<file path="config.mk">
export PLATFORM = sky130hd
export DESIGN_NAME = ul_drp_cfg_mp_flat
export DESIGN_NICKNAME = d
export VERILOG_FILES = /design/src/rtl/ul_drp_cfg_mp_if.sv /design/src/rtl/ul_drp_cfg_mp.sv /design/src/flat_wrapper.sv
export SDC_FILE = /design/constraint.sdc
export NUM_CORES = 1
export LEC_CHECK = 0
export CORE_MARGIN = 2
export CORE_UTILIZATION = 38
export DETAILED_ROUTE_END_ITERATION = 6
export PLACE_DENSITY = 0.91
export REMOVE_ABC_BUFFERS = 1
export SYNTH_ARGS = -nofsm -noshare
export SYNTH_HDL_FRONTEND = slang
export SYNTH_SLANG_ARGS = --single-unit
</file>
<file path="constraint.sdc">
create_clock -name axis_clk -period 2.3 [get_ports axis_clk]
set_input_delay 0.575 -clock axis_clk [delete_from_list [all_inputs] [get_ports axis_clk]]
set_output_delay 0.575 -clock axis_clk [all_outputs]
set_load 0.1 [all_outputs]
</file>
<file path="src/rtl/ul_drp_cfg_mp_if.sv">
`default_nettype none
// ============================================================================
// Module      : ul_drp_cfg_mp_if
// Description : Command/readback stream and multi-port DRP/GPIO bus bundle
//               for the ul_drp_cfg_mp configuration bridge. The slave view
//               is taken by the bridge; the master view by the environment
//               (decoder side and DRP primitives).
// Revision    : 1.0 - initial release
// ============================================================================
interface ul_drp_cfg_mp_if #(
  parameter int PORTS  = 4,
  parameter int ADDR_W = 7,
  parameter int GPIO_W = 4
);
  // command stream
  logic [31:0]              axis_in_data;
  logic                     axis_in_valid;
  logic                     axis_in_ready;
  // readback stream
  logic [31:0]              axis_out_data;
  logic                     axis_out_valid;
  logic                     axis_out_ready;
  // DRP bus, shared fields plus one-hot enable
  logic                     drp_clk;
  logic [15:0]              drp_di;
  logic [ADDR_W-1:0]        drp_daddr;
  logic                     drp_dwe;
  logic [PORTS-1:0]         drp_den;
  logic [16*PORTS-1:0]      drp_do;
  logic [PORTS-1:0]         drp_drdy;
  // per-port GPIO
  logic [GPIO_W*PORTS-1:0]  drp_gpio_out;
  logic [GPIO_W*PORTS-1:0]  drp_gpio_in;

  // environment side: issues commands, models the DRP primitives
  modport master (
    output axis_in_data, axis_in_valid, axis_out_ready,
    input  axis_in_ready, axis_out_data, axis_out_valid,
    input  drp_clk, drp_di, drp_daddr, drp_dwe, drp_den, drp_gpio_out,
    output drp_do, drp_drdy, drp_gpio_in
  );

  // bridge side
  modport slave (
    input  axis_in_data, axis_in_valid, axis_out_ready,
    output axis_in_ready, axis_out_data, axis_out_valid,
    output drp_clk, drp_di, drp_daddr, drp_dwe, drp_den, drp_gpio_out,
    input  drp_do, drp_drdy, drp_gpio_in
  );
endinterface
`default_nettype wire

</file>
<file path="src/rtl/ul_drp_cfg_mp.sv">
`default_nettype none
// ============================================================================
// Module      : ul_drp_cfg_mp
// Description : Multi-port DRP/GPIO configuration bridge. Decodes 32-bit
//               command words into per-port GPIO nibble writes or single DRP
//               transactions on one of PORTS DRP ports, and presents read
//               data, sticky TOUT/ERR, busy and the selected port's GPIO
//               inputs on a constantly valid readback word.
//               Optional feature macro: UL_DRP_TIMEOUT_EN enables a WAIT
//               watchdog that aborts after TIMEOUT cycles without drdy.
// Revision    : 1.0 - initial release
// ============================================================================
module ul_drp_cfg_mp #(
  parameter int                      PORTS      = 4,
  parameter int                      ADDR_W     = 7,
  parameter int                      GPIO_W     = 4,
  parameter logic [PORTS*GPIO_W-1:0] GPIO_RESET = '0,
  parameter int                      TIMEOUT    = 255
) (
  input  wire logic      axis_clk,
  input  wire logic      reset,
  ul_drp_cfg_mp_if.slave bus
);

  localparam logic [1:0] c_ST_IDLE = 2'd0;
  localparam logic [1:0] c_ST_REQ  = 2'd1;
  localparam logic [1:0] c_ST_WAIT = 2'd2;

  // command field decode
  logic [31:0]       w_cmd;
  logic [15:0]       w_di;
  logic [ADDR_W-1:0] w_addr;
  logic              w_regen;
  logic              w_regwr;
  logic [4:0]        w_sel;
  logic              w_sel_ok;
  logic              w_acc;
  logic              w_drp_go;
  logic              w_gpio_go;
  logic              w_bad;

  // FSM and datapath state
  logic [1:0]              r_state;
  logic [1:0]              w_state_nxt;
  logic                    r_ready;
  logic                    w_ready_d;
  logic [PORTS-1:0]        r_den;
  logic [PORTS-1:0]        w_den_d;
  logic [15:0]             r_di;
  logic [ADDR_W-1:0]       r_daddr;
  logic                    r_dwe;
  logic [4:0]              r_sel;
  logic [4:0]              r_rb_sel;
  logic [PORTS*GPIO_W-1:0] r_gpio_out;
  logic [15:0]             r_rdata;
  logic                    r_tout;
  logic                    r_err;

  // selected-port views
  logic              w_drdy_sel;
  logic [15:0]       w_do_sel;
  logic [GPIO_W-1:0] w_gpio_rb;
  logic              w_tmo;

  assign w_cmd     = bus.axis_in_data;
  assign w_di      = w_cmd[15:0];
  assign w_addr    = w_cmd[16 +: ADDR_W];
  assign w_regen   = w_cmd[25];
  assign w_regwr   = w_cmd[26];
  assign w_sel     = w_cmd[31:27];
  // 6-bit compare so PORTS=32 still fits
  assign w_sel_ok  = ({1'b0, w_sel} < 6'(PORTS));
  // ready is high only in IDLE, so every accept happens in IDLE
  assign w_acc     = bus.axis_in_valid & r_ready;
  assign w_drp_go  = w_acc & w_regen & w_sel_ok;
  assign w_gpio_go = w_acc & ~w_regen & w_sel_ok;
  assign w_bad     = w_acc & ~w_sel_ok;

  // route the active DRP port's drdy and read data
  always_comb begin
    w_drdy_sel = 1'b0;
    w_do_sel   = '0;
    for (int p = 0; p < PORTS; p++) begin
      if (r_sel == 5'(p)) begin
        w_drdy_sel = bus.drp_drdy[p];
        w_do_sel   = bus.drp_do[p*16 +: 16];
      end
    end
  end

  // route the readback-selected port's GPIO inputs (combinational path)
  always_comb begin
    w_gpio_rb = '0;
    for (int p = 0; p < PORTS; p++) begin
      if (r_rb_sel == 5'(p)) begin
        w_gpio_rb = bus.drp_gpio_in[p*GPIO_W +: GPIO_W];
      end
    end
  end

`ifdef UL_DRP_TIMEOUT_EN
  logic [15:0] r_tmo_cnt;

  // WAIT watchdog: cleared outside WAIT, fires on the TIMEOUT-th WAIT cycle
  always_ff @(posedge axis_clk) begin
    if (reset || (r_state != c_ST_WAIT)) begin
      r_tmo_cnt <= '0;
    end else begin
      r_tmo_cnt <= r_tmo_cnt + 16'd1;
    end
  end

  assign w_tmo = (r_state == c_ST_WAIT) && (r_tmo_cnt == 16'(TIMEOUT - 1));
`else
  logic w_unused_tmo;
  assign w_tmo        = 1'b0;
  assign w_unused_tmo = &{1'b0, 32'(TIMEOUT)};
`endif

  // FSM state register
  always_ff @(posedge axis_clk) begin
    if (reset) begin
      r_state <= c_ST_IDLE;
    end else begin
      r_state <= w_state_nxt;
    end
  end

  // FSM next-state; a timeout coinciding with drdy still completes normally
  always_comb begin
    w_state_nxt = r_state;
    case (r_state)
      c_ST_IDLE: if (w_drp_go) w_state_nxt = c_ST_REQ;
      c_ST_REQ:  w_state_nxt = c_ST_WAIT;
      c_ST_WAIT: if (w_drdy_sel || w_tmo) w_state_nxt = c_ST_IDLE;
      default:   w_state_nxt = c_ST_IDLE;
    endcase
  end

  // FSM outputs computed from the next state so they can be registered
  always_comb begin
    w_ready_d = (w_state_nxt == c_ST_IDLE);
    w_den_d   = '0;
    for (int p = 0; p < PORTS; p++) begin
      // REQ is only entered from an accepted command, so w_sel is the target
      if ((w_state_nxt == c_ST_REQ) && (w_sel == 5'(p))) begin
        w_den_d[p] = 1'b1;
      end
    end
  end

  // datapath: DRP fields, GPIO outputs, read data and sticky flags
  always_ff @(posedge axis_clk) begin
    if (reset) begin
      r_ready    <= 1'b1;
      r_den      <= '0;
      r_di       <= '0;
      r_daddr    <= '0;
      r_dwe      <= 1'b0;
      r_sel      <= '0;
      r_rb_sel   <= '0;
      r_gpio_out <= GPIO_RESET;
      r_rdata    <= '0;
      r_tout     <= 1'b0;
      r_err      <= 1'b0;
    end else begin
      r_ready <= w_ready_d;
      r_den   <= w_den_d;
      if (w_drp_go) begin
        r_di    <= w_di;
        r_daddr <= w_addr;
        r_dwe   <= w_regwr;
        r_sel   <= w_sel;
        r_tout  <= 1'b0;
        r_err   <= 1'b0;
      end
      if (w_bad) begin
        r_err <= 1'b1;
      end
      if (w_gpio_go) begin
        r_rb_sel <= w_sel;
      end
      for (int p = 0; p < PORTS; p++) begin
        if (w_gpio_go && (w_sel == 5'(p))) begin
          r_gpio_out[p*GPIO_W +: GPIO_W] <= w_cmd[GPIO_W-1:0];
        end
      end
      if (r_state == c_ST_WAIT) begin
        if (w_drdy_sel) begin
          r_rdata <= w_do_sel;
        end else if (w_tmo) begin
          r_rdata <= 16'hFFFF;
          r_tout  <= 1'b1;
        end
      end
    end
  end

  // unused inputs: readback is always valid, high command bits are don't-care
  logic w_unused_in;
  assign w_unused_in = &{1'b0, bus.axis_out_ready, w_cmd};

  assign bus.axis_in_ready  = r_ready;
  assign bus.axis_out_valid = 1'b1;
  assign bus.axis_out_data  = {8'(w_gpio_rb), 5'b0, (r_state != c_ST_IDLE),
                               r_err, r_tout, r_rdata};
  assign bus.drp_clk        = axis_clk;
  assign bus.drp_di         = r_di;
  assign bus.drp_daddr      = r_daddr;
  assign bus.drp_dwe        = r_dwe;
  assign bus.drp_den        = r_den;
  assign bus.drp_gpio_out   = r_gpio_out;

endmodule
`default_nettype wire
</file>
<file path="src/flat_wrapper.sv">
// flat-port wrapper written by rule: the top's interface ports become plain ports
module ul_drp_cfg_mp_flat 
#(
  parameter int                      PORTS      = 4,
  parameter int                      ADDR_W     = 7,
  parameter int                      GPIO_W     = 4,
  parameter logic [PORTS*GPIO_W-1:0] GPIO_RESET = '0,
  parameter int                      TIMEOUT    = 255
)
  (axis_clk, reset, bus_axis_in_data, bus_axis_in_valid, bus_axis_out_ready, bus_axis_in_ready, bus_axis_out_data, bus_axis_out_valid, bus_drp_clk, bus_drp_di, bus_drp_daddr, bus_drp_dwe, bus_drp_den, bus_drp_gpio_out, bus_drp_do, bus_drp_drdy, bus_drp_gpio_in);
  ul_drp_cfg_mp_if #(.PORTS(PORTS), .ADDR_W(ADDR_W), .GPIO_W(GPIO_W)) bus_i ();
  input  wire logic axis_clk;
  input  wire logic reset;
  input wire logic [$bits(bus_i.axis_in_data)-1:0] bus_axis_in_data;
  input wire logic [$bits(bus_i.axis_in_valid)-1:0] bus_axis_in_valid;
  input wire logic [$bits(bus_i.axis_out_ready)-1:0] bus_axis_out_ready;
  output wire logic [$bits(bus_i.axis_in_ready)-1:0] bus_axis_in_ready;
  output wire logic [$bits(bus_i.axis_out_data)-1:0] bus_axis_out_data;
  output wire logic [$bits(bus_i.axis_out_valid)-1:0] bus_axis_out_valid;
  output wire logic [$bits(bus_i.drp_clk)-1:0] bus_drp_clk;
  output wire logic [$bits(bus_i.drp_di)-1:0] bus_drp_di;
  output wire logic [$bits(bus_i.drp_daddr)-1:0] bus_drp_daddr;
  output wire logic [$bits(bus_i.drp_dwe)-1:0] bus_drp_dwe;
  output wire logic [$bits(bus_i.drp_den)-1:0] bus_drp_den;
  output wire logic [$bits(bus_i.drp_gpio_out)-1:0] bus_drp_gpio_out;
  input wire logic [$bits(bus_i.drp_do)-1:0] bus_drp_do;
  input wire logic [$bits(bus_i.drp_drdy)-1:0] bus_drp_drdy;
  input wire logic [$bits(bus_i.drp_gpio_in)-1:0] bus_drp_gpio_in;
  assign bus_i.axis_in_data = bus_axis_in_data;
  assign bus_i.axis_in_valid = bus_axis_in_valid;
  assign bus_i.axis_out_ready = bus_axis_out_ready;
  assign bus_axis_in_ready = bus_i.axis_in_ready;
  assign bus_axis_out_data = bus_i.axis_out_data;
  assign bus_axis_out_valid = bus_i.axis_out_valid;
  assign bus_drp_clk = bus_i.drp_clk;
  assign bus_drp_di = bus_i.drp_di;
  assign bus_drp_daddr = bus_i.drp_daddr;
  assign bus_drp_dwe = bus_i.drp_dwe;
  assign bus_drp_den = bus_i.drp_den;
  assign bus_drp_gpio_out = bus_i.drp_gpio_out;
  assign bus_i.drp_do = bus_drp_do;
  assign bus_i.drp_drdy = bus_drp_drdy;
  assign bus_i.drp_gpio_in = bus_drp_gpio_in;
  ul_drp_cfg_mp #(.PORTS(PORTS), .ADDR_W(ADDR_W), .GPIO_W(GPIO_W), .GPIO_RESET(GPIO_RESET), .TIMEOUT(TIMEOUT)) u_core (.axis_clk(axis_clk), .reset(reset), .bus(bus_i));
endmodule
</file>
==> results of run 1 <==
-- power by group through the flow --
stage / Combinational, mW / Clock (mW) / Sequential [mW]
global route: 0.578 / 1.55 / 1.30
CTS: 0.552 / 1.48 / 1.30
detailed placement: 0.552 / 0.171 / 1.33
global placement: 0.541 / 0.171 / 1.33
finish: 0.551 / 1.45 / 1.30
floorplan: 0.196 / 0 / 1.39
-- routing by layer --
layer / global-route usage / vias to the layer above
met4: 0.0716 / 0
li1: - / 1507
met5: 0 / -
met2: 0.378 / 127
met3: 0.0594 / 14
met1: 0.202 / 1416
-- Yosys cell counts --
cell type  count
a21oi_1       29
o21bai_1       1
or3_4          1
conb_1         2
or2_2          1
buf_2          1
a21o_1         1
nor3_2         4
nor4b_2        1
clkbuf_1      14
or2_1          1
nor4_4         1
mux4_2        21
nor4_1         1
or3_1          2
buf_4         14
nor2_1        23
inv_1          1
dfxtp_1       74
nand3_1        1
buf_6          4
and2_1         3
or3b_1         1
nand3b_1       2
clkbuf_2       1
nand2b_1      19
mux2i_1       32
nor2b_1        4
a32oi_1        1
nand2_1       71
o21ai_0        2
nor3b_1        3
-- layout by cell type (no fill, tap or decap), types with 3 or more instances in the layout --
| cell | synthesis | routed |
|---|---|---|
| nand2b_1 | 19 | 19 |
| dlymetal6s2s_1 | 0 | 12 |
| nor3_2 | 4 | 4 |
| clkdlybuf4s50_1 | 0 | 99 |
| buf_12 | 0 | 4 |
| and2_1 | 3 | 3 |
| dlygate4sd2_1 | 0 | 4 |
| nor3b_1 | 3 | 3 |
| nor2_1 | 23 | 22 |
| buf_4 | 14 | 80 |
| nand2_1 | 71 | 71 |
| dfxtp_1 | 74 | 73 |
| mux4_2 | 21 | 21 |
| conb_1 | 2 | 11 |
| clkbuf_8 | 0 | 13 |
| a21oi_1 | 29 | 29 |
| nor2b_4 | 0 | 4 |
| mux2i_1 | 32 | 32 |
-- cell families after synthesis --
kind of cell,after synthesis,synth area share
AOI/OAI and AO/OA,34,0.0532
buffers and inverters,35,0.0644
DFF,74,0.440
muxes,53,0.236
other,2,0.00223
and+or+nand+nor,139,0.204
-- layout make-up --
class | instances | area, sq um | share of cell area
inverters | 1 | 3.75 | 0.000676
repair buffers | 202 | 1910 | 0.344
flip-flops and latches | 74 | 1490 | 0.267
clock inverters | 6 | 97.6 | 0.0176
well taps | 108 | 135 | 0.0243
clock buffers | 14 | 184 | 0.0331
multi-input cells | 237 | 1740 | 0.313
-- state kept, by name, summed over array words and instances (netlist names), 2 cells and up --
| register | count |
|---|---|
| u_core.bus.drp_daddr | 7 |
| u_core.bus.drp_den | 4 |
| u_core.bus.drp_di | 16 |
| u_core.bus.drp_gpio_out | 16 |
| u_core.r_rb_sel | 5 |
| u_core.r_rdata | 16 |
| u_core.r_sel | 5 |
| u_core.r_state | 2 |
-- worst min path at each step --
| stage | end | slack, ns | cells after the start |
|---|---|---|---|
| floorplan | u_core.r_rb_sel[4] | 0.42 | 1 |
| global placement | u_core.r_rb_sel[4] | 0.44 | 1 |
| detailed placement | u_core.bus.drp_di[2] | 0.45 | 2 |
| CTS | u_core.bus.drp_di[2] | 0.46 | 2 |
| global route | u_core.bus.drp_di[15] | 0.49 | 2 |
| finish | u_core.bus.drp_di[13] | 0.46 | 2 |
-- critical path: stages (launching register included) --
cell and delay (ns):
dfxtp_4 0.40, mux4_2 0.52, nor2b_4 0.15, clkbuf_16 0.20
-- timing repair --
action,in CTS,in global routing
cloned,0,0
endpoints found under the setup margin,5,4
pin swaps,0,0
resized for setup,13,20
buffers inserted,0,0
hold buffers,0,0
hold endpoints to repair,0,0
==> reports/qor.csv, run 1 <==
metric;value;unit
status;complete, no violations;
cap_violations;0;
crit_path_end;bus_axis_out_data[24];
finClkSkew;0.00807;ns
gp_congestion;0.763;
yosysWarnings;0;
worst_slack;0.0156;ns
internal_power;2.33;mW
slew_viol_final;0;
dr_total_vias;3064;
cp.arrival;1.71;ns
r2r-start;u_core.r_sel[0];
synth_cell_types;32;
wl_per_cell;14.9;um
leakage;2.38;nW
place_area;5220;sq um
finalInstanceArea;5560;sq um
pwr-share-comb;0.167;
clock_latency;0.44;ns
dr.pass1.iters;4;
setup_viol;0;
syn_to_final_growth;65.2;%
placed_cells;623;
path_clk_slew;0.08;ns
hpwl;7460;um
crit_start;u_core.r_rb_sel[0];
reg2reg_setup_slack;0.59;ns
power.switching;0.967;mW
syn_area;3360;sq um
critPathMaxFanout;5;
synth_top_cell_by_area;dfxtp_1;
fillers;669;
grt_use_total;0.198;
pwr-share-clk;0.440;
vias_per_cell;4.77;
seqPwrFrac;0.393;
stdcell_count;642;
wl;9580;um
antenna_found_initial;0;
r2r_cells;4;
drt-met1-wl;3430;um
startpoint_type;register;
drive_gt1_frac;0.268;
fp-row-count;34;
final_util;0.643;
timing.hold.ws;0.460;ns
rsz0062_at_grt;yes;
die_x;98.1;um
dpl_worst_slack;-0.365;ns
drt_iter0_drc;93;
final.setup.tns;0;ns
wl_met3;753;um
avgSynthCellArea;9.98;sq um
drcViolationCount;0;
n_antenna_cell;0;
overflow;0;
start_util;0.389;
p_total;3.30;mW
grt_max_degree;27;
wl_met2;5250;um
r2r-end;u_core.bus.axis_in_ready;
power_density;594;nW/um^2
worstPathRequired;1.73;ns
final_nets;649;
portBuffers;184;
top_layer;met4;
endpoint_kind;output port;
ios;199;
die_h;98.1;um
synthTopCellsByArea;dfxtp_1 44%, mux4_2 14%, mux2i_1 9.5%;
grt_first_pass_wirelength;15300;um
hp-class;register to register;
cts_tree;done;
period_needed;2.28;ns
synth_top_area_frac;0.440;
grt_pass1_vias;3293;
switching_share;0.293;
hold_violations;0;
die_area;9620;sq um
hp-start;u_core.bus.drp_di[13];
ir_worst_vdd;992;uV
crit_type;register to output port;
antenna_left;0;
synthCells;337;
core-area;8640;sq um
synth_seq_cells;74;
fin_crit_sh;0.993;
ys_seq_area_frac;0.440;
fmax;0.438;GHz
(Power assumes the default switching activity.)
==> inputs of run 2 (changes only) <==
- GPL_ROUTABILITY_DRIVEN: default -> 0
- PLACE_DENSITY: 0.91 -> default
- PLACE_DENSITY_LB_ADDON: default -> 0.15
==> reports/qor.csv, run 2 (synthesis gave the netlist of run 1 again) <==
metric;value;unit;change
status;complete, no violations;;unchanged
antenna_found_initial;0;;unchanged
fin_crit_sh;0.984;;was 0.993
setup_viol;0;;unchanged
wl_per_cell;14.5;um;was 14.9 um
p_total;3.30;mW;about the same
leakage;2.39;nW;was 2.38 nW
cts_tree;done;;unchanged
switching_share;0.294;;was 0.293
vias_per_cell;4.75;;was 4.77
core-area;8640;sq um;unchanged
hp-start;u_core.bus.drp_daddr[4];;was u_core.bus.drp_di[13]
period_needed;2.26;ns;was 2.28 ns
hpwl;7030;um;was 7460 um
hold_violations;0;;unchanged
postCtsHoldBufs;0;;unchanged
hp-class;register to register;;unchanged
syn_to_final_growth;64.5;%;was 65.2%
worst_slack;0.0357;ns;was 0.0156 ns
drive_gt1_frac;0.264;;was 0.268
die_h;98.1;um;unchanged
ir_worst_vdd;669;uV;was 992 uV
dpl_worst_slack;-0.365;ns;unchanged
path_buf_inv;1;;unchanged
fp-row-count;34;;unchanged
n_antenna_cell;0;;unchanged
rsz0062_at_grt;yes;;unchanged
crit_family;multiplexers;;unchanged
power.switching;0.969;mW;was 0.967 mW
dr_total_vias;3029;;was 3064
fmax;0.442;GHz;was 0.438 GHz
grt_use_total;0.186;;was 0.198
die_area;9620;sq um;unchanged
grt_first_pass_wirelength;14300;um;was 15300 um
final.setup.tns;0;ns;unchanged
dr.pass1.iters;4;;unchanged
cp.arrival;1.69;ns;was 1.71 ns
multiInputGateArea;1740;sq um;about the same
start_util;0.389;;unchanged
slowest_stage;mux4_2;;unchanged
ios;199;;unchanged
seqPwrFrac;0.393;;about the same
ctsResizeCount;6;;was 13
overflow;0;;unchanged
endpoint_kind;output port;;unchanged
finClkSkew;0.0119;ns;was 0.00807 ns
drt_iter0_drc;77;;was 93
final_util;0.641;;was 0.643
die_x;98.1;um;unchanged
cap_violations;0;;unchanged
pwr-share-comb;0.165;;was 0.167
crit_chain;mux4_2 > nor2b_4 > clkbuf_16;;unchanged
worstPathRequired;1.73;ns;about the same
critPathMaxFanout;5;;unchanged
regArea;1490;sq um;unchanged
grt_max_degree;27;;unchanged
final_nets;645;;was 649
clock_latency;0.44;ns;about the same
grt_pass1_vias;3047;;was 3293
final_common_cell;clkdlybuf4s50_1;;unchanged
pwr-share-clk;0.442;;was 0.440
internal_power;2.33;mW;about the same
fillers;739;;was 669
drcViolationCount;0;;unchanged
power_density;596;nW/um^2;was 594 nW/um^2
startpoint_type;register;;unchanged
portBuffers;184;;unchanged
antenna_left;0;;unchanged
wl;9250;um;was 9580 um
cts_setup_buffers;0;;unchanged
crit_start;u_core.r_rb_sel[0];;unchanged
final_cell_mix;99 x clkdlybuf4s50_1, 77 x buf_4, 73 x dfxtp_1;;was 99 x clkdlybuf4s50_1, 80 x buf_4, 73 x dfxtp_1
path_clk_slew;0.09;ns;was 0.08 ns
slew_viol_final;0;;unchanged
crit_type;register to output port;;unchanged
max_stage_delay;0.51;ns;was 0.52 ns
placed_cells;619;;was 623
stdcell_count;638;;was 642
r2r-start;u_core.r_sel[0];;unchanged
[run 2: power groups by stage]
stage / Sequential (mW) / Combinational, mW / Clock, mW
floorplan: 1.39 / 0.196 / 0
global placement: 1.33 / 0.538 / 0.171
detailed placement: 1.33 / 0.544 / 0.171
CTS: 1.30 / 0.546 / 1.49
global route: 1.30 / 0.572 / 1.57
finish: 1.30 / 0.545 / 1.46
[run 2: layer usage]
layer / track usage / vias up / part of all wire
li1: - / 1503 / -
met3: 0.0480 / 14 / 0.063
met1: 0.209 / 1400 / 0.39
met2: 0.335 / 112 / 0.54
met4: 0.0726 / 0 / 0.015
met5: 0 / - / 0
[run 2: cell type report]
type,count,area share
multi-input combinational,237,0.315
inverter,1,0.000678
timing repair buffer,198,0.341
clock inverter,6,0.0176
sequential,74,0.268
clock buffer,14,0.0332
tap,108,0.0244
[run 2: worst min-delay path: cells and delay by family (launching register included)]
kind,cells,cell delay (ns)
simple gates,1,0.05
flops,1,0.32
compound gates,1,0.05
[run 2: through the flow]
step	hold WS [ns]	instance area (sq um)
2_1_floorplan	0.421	3180
3_3_place_gp	0.436	5170
3_5_place_dp	0.443	5170
4_1_cts	0.461	5450
5_1_grt	0.477	5530
6_report	0.458	5530
[run 2: final timing paths]
path | slack [ns] | endpoint | cells after the start
worst max-delay path | 0.04 | bus_axis_out_data[27] | 3
worst min-delay path | 0.46 | u_core.bus.drp_daddr[4] | 2
worst max register to register | 0.64 | u_core.bus.axis_in_ready | 4
worst min register to register | 0.46 | u_core.bus.drp_daddr[4] | 2
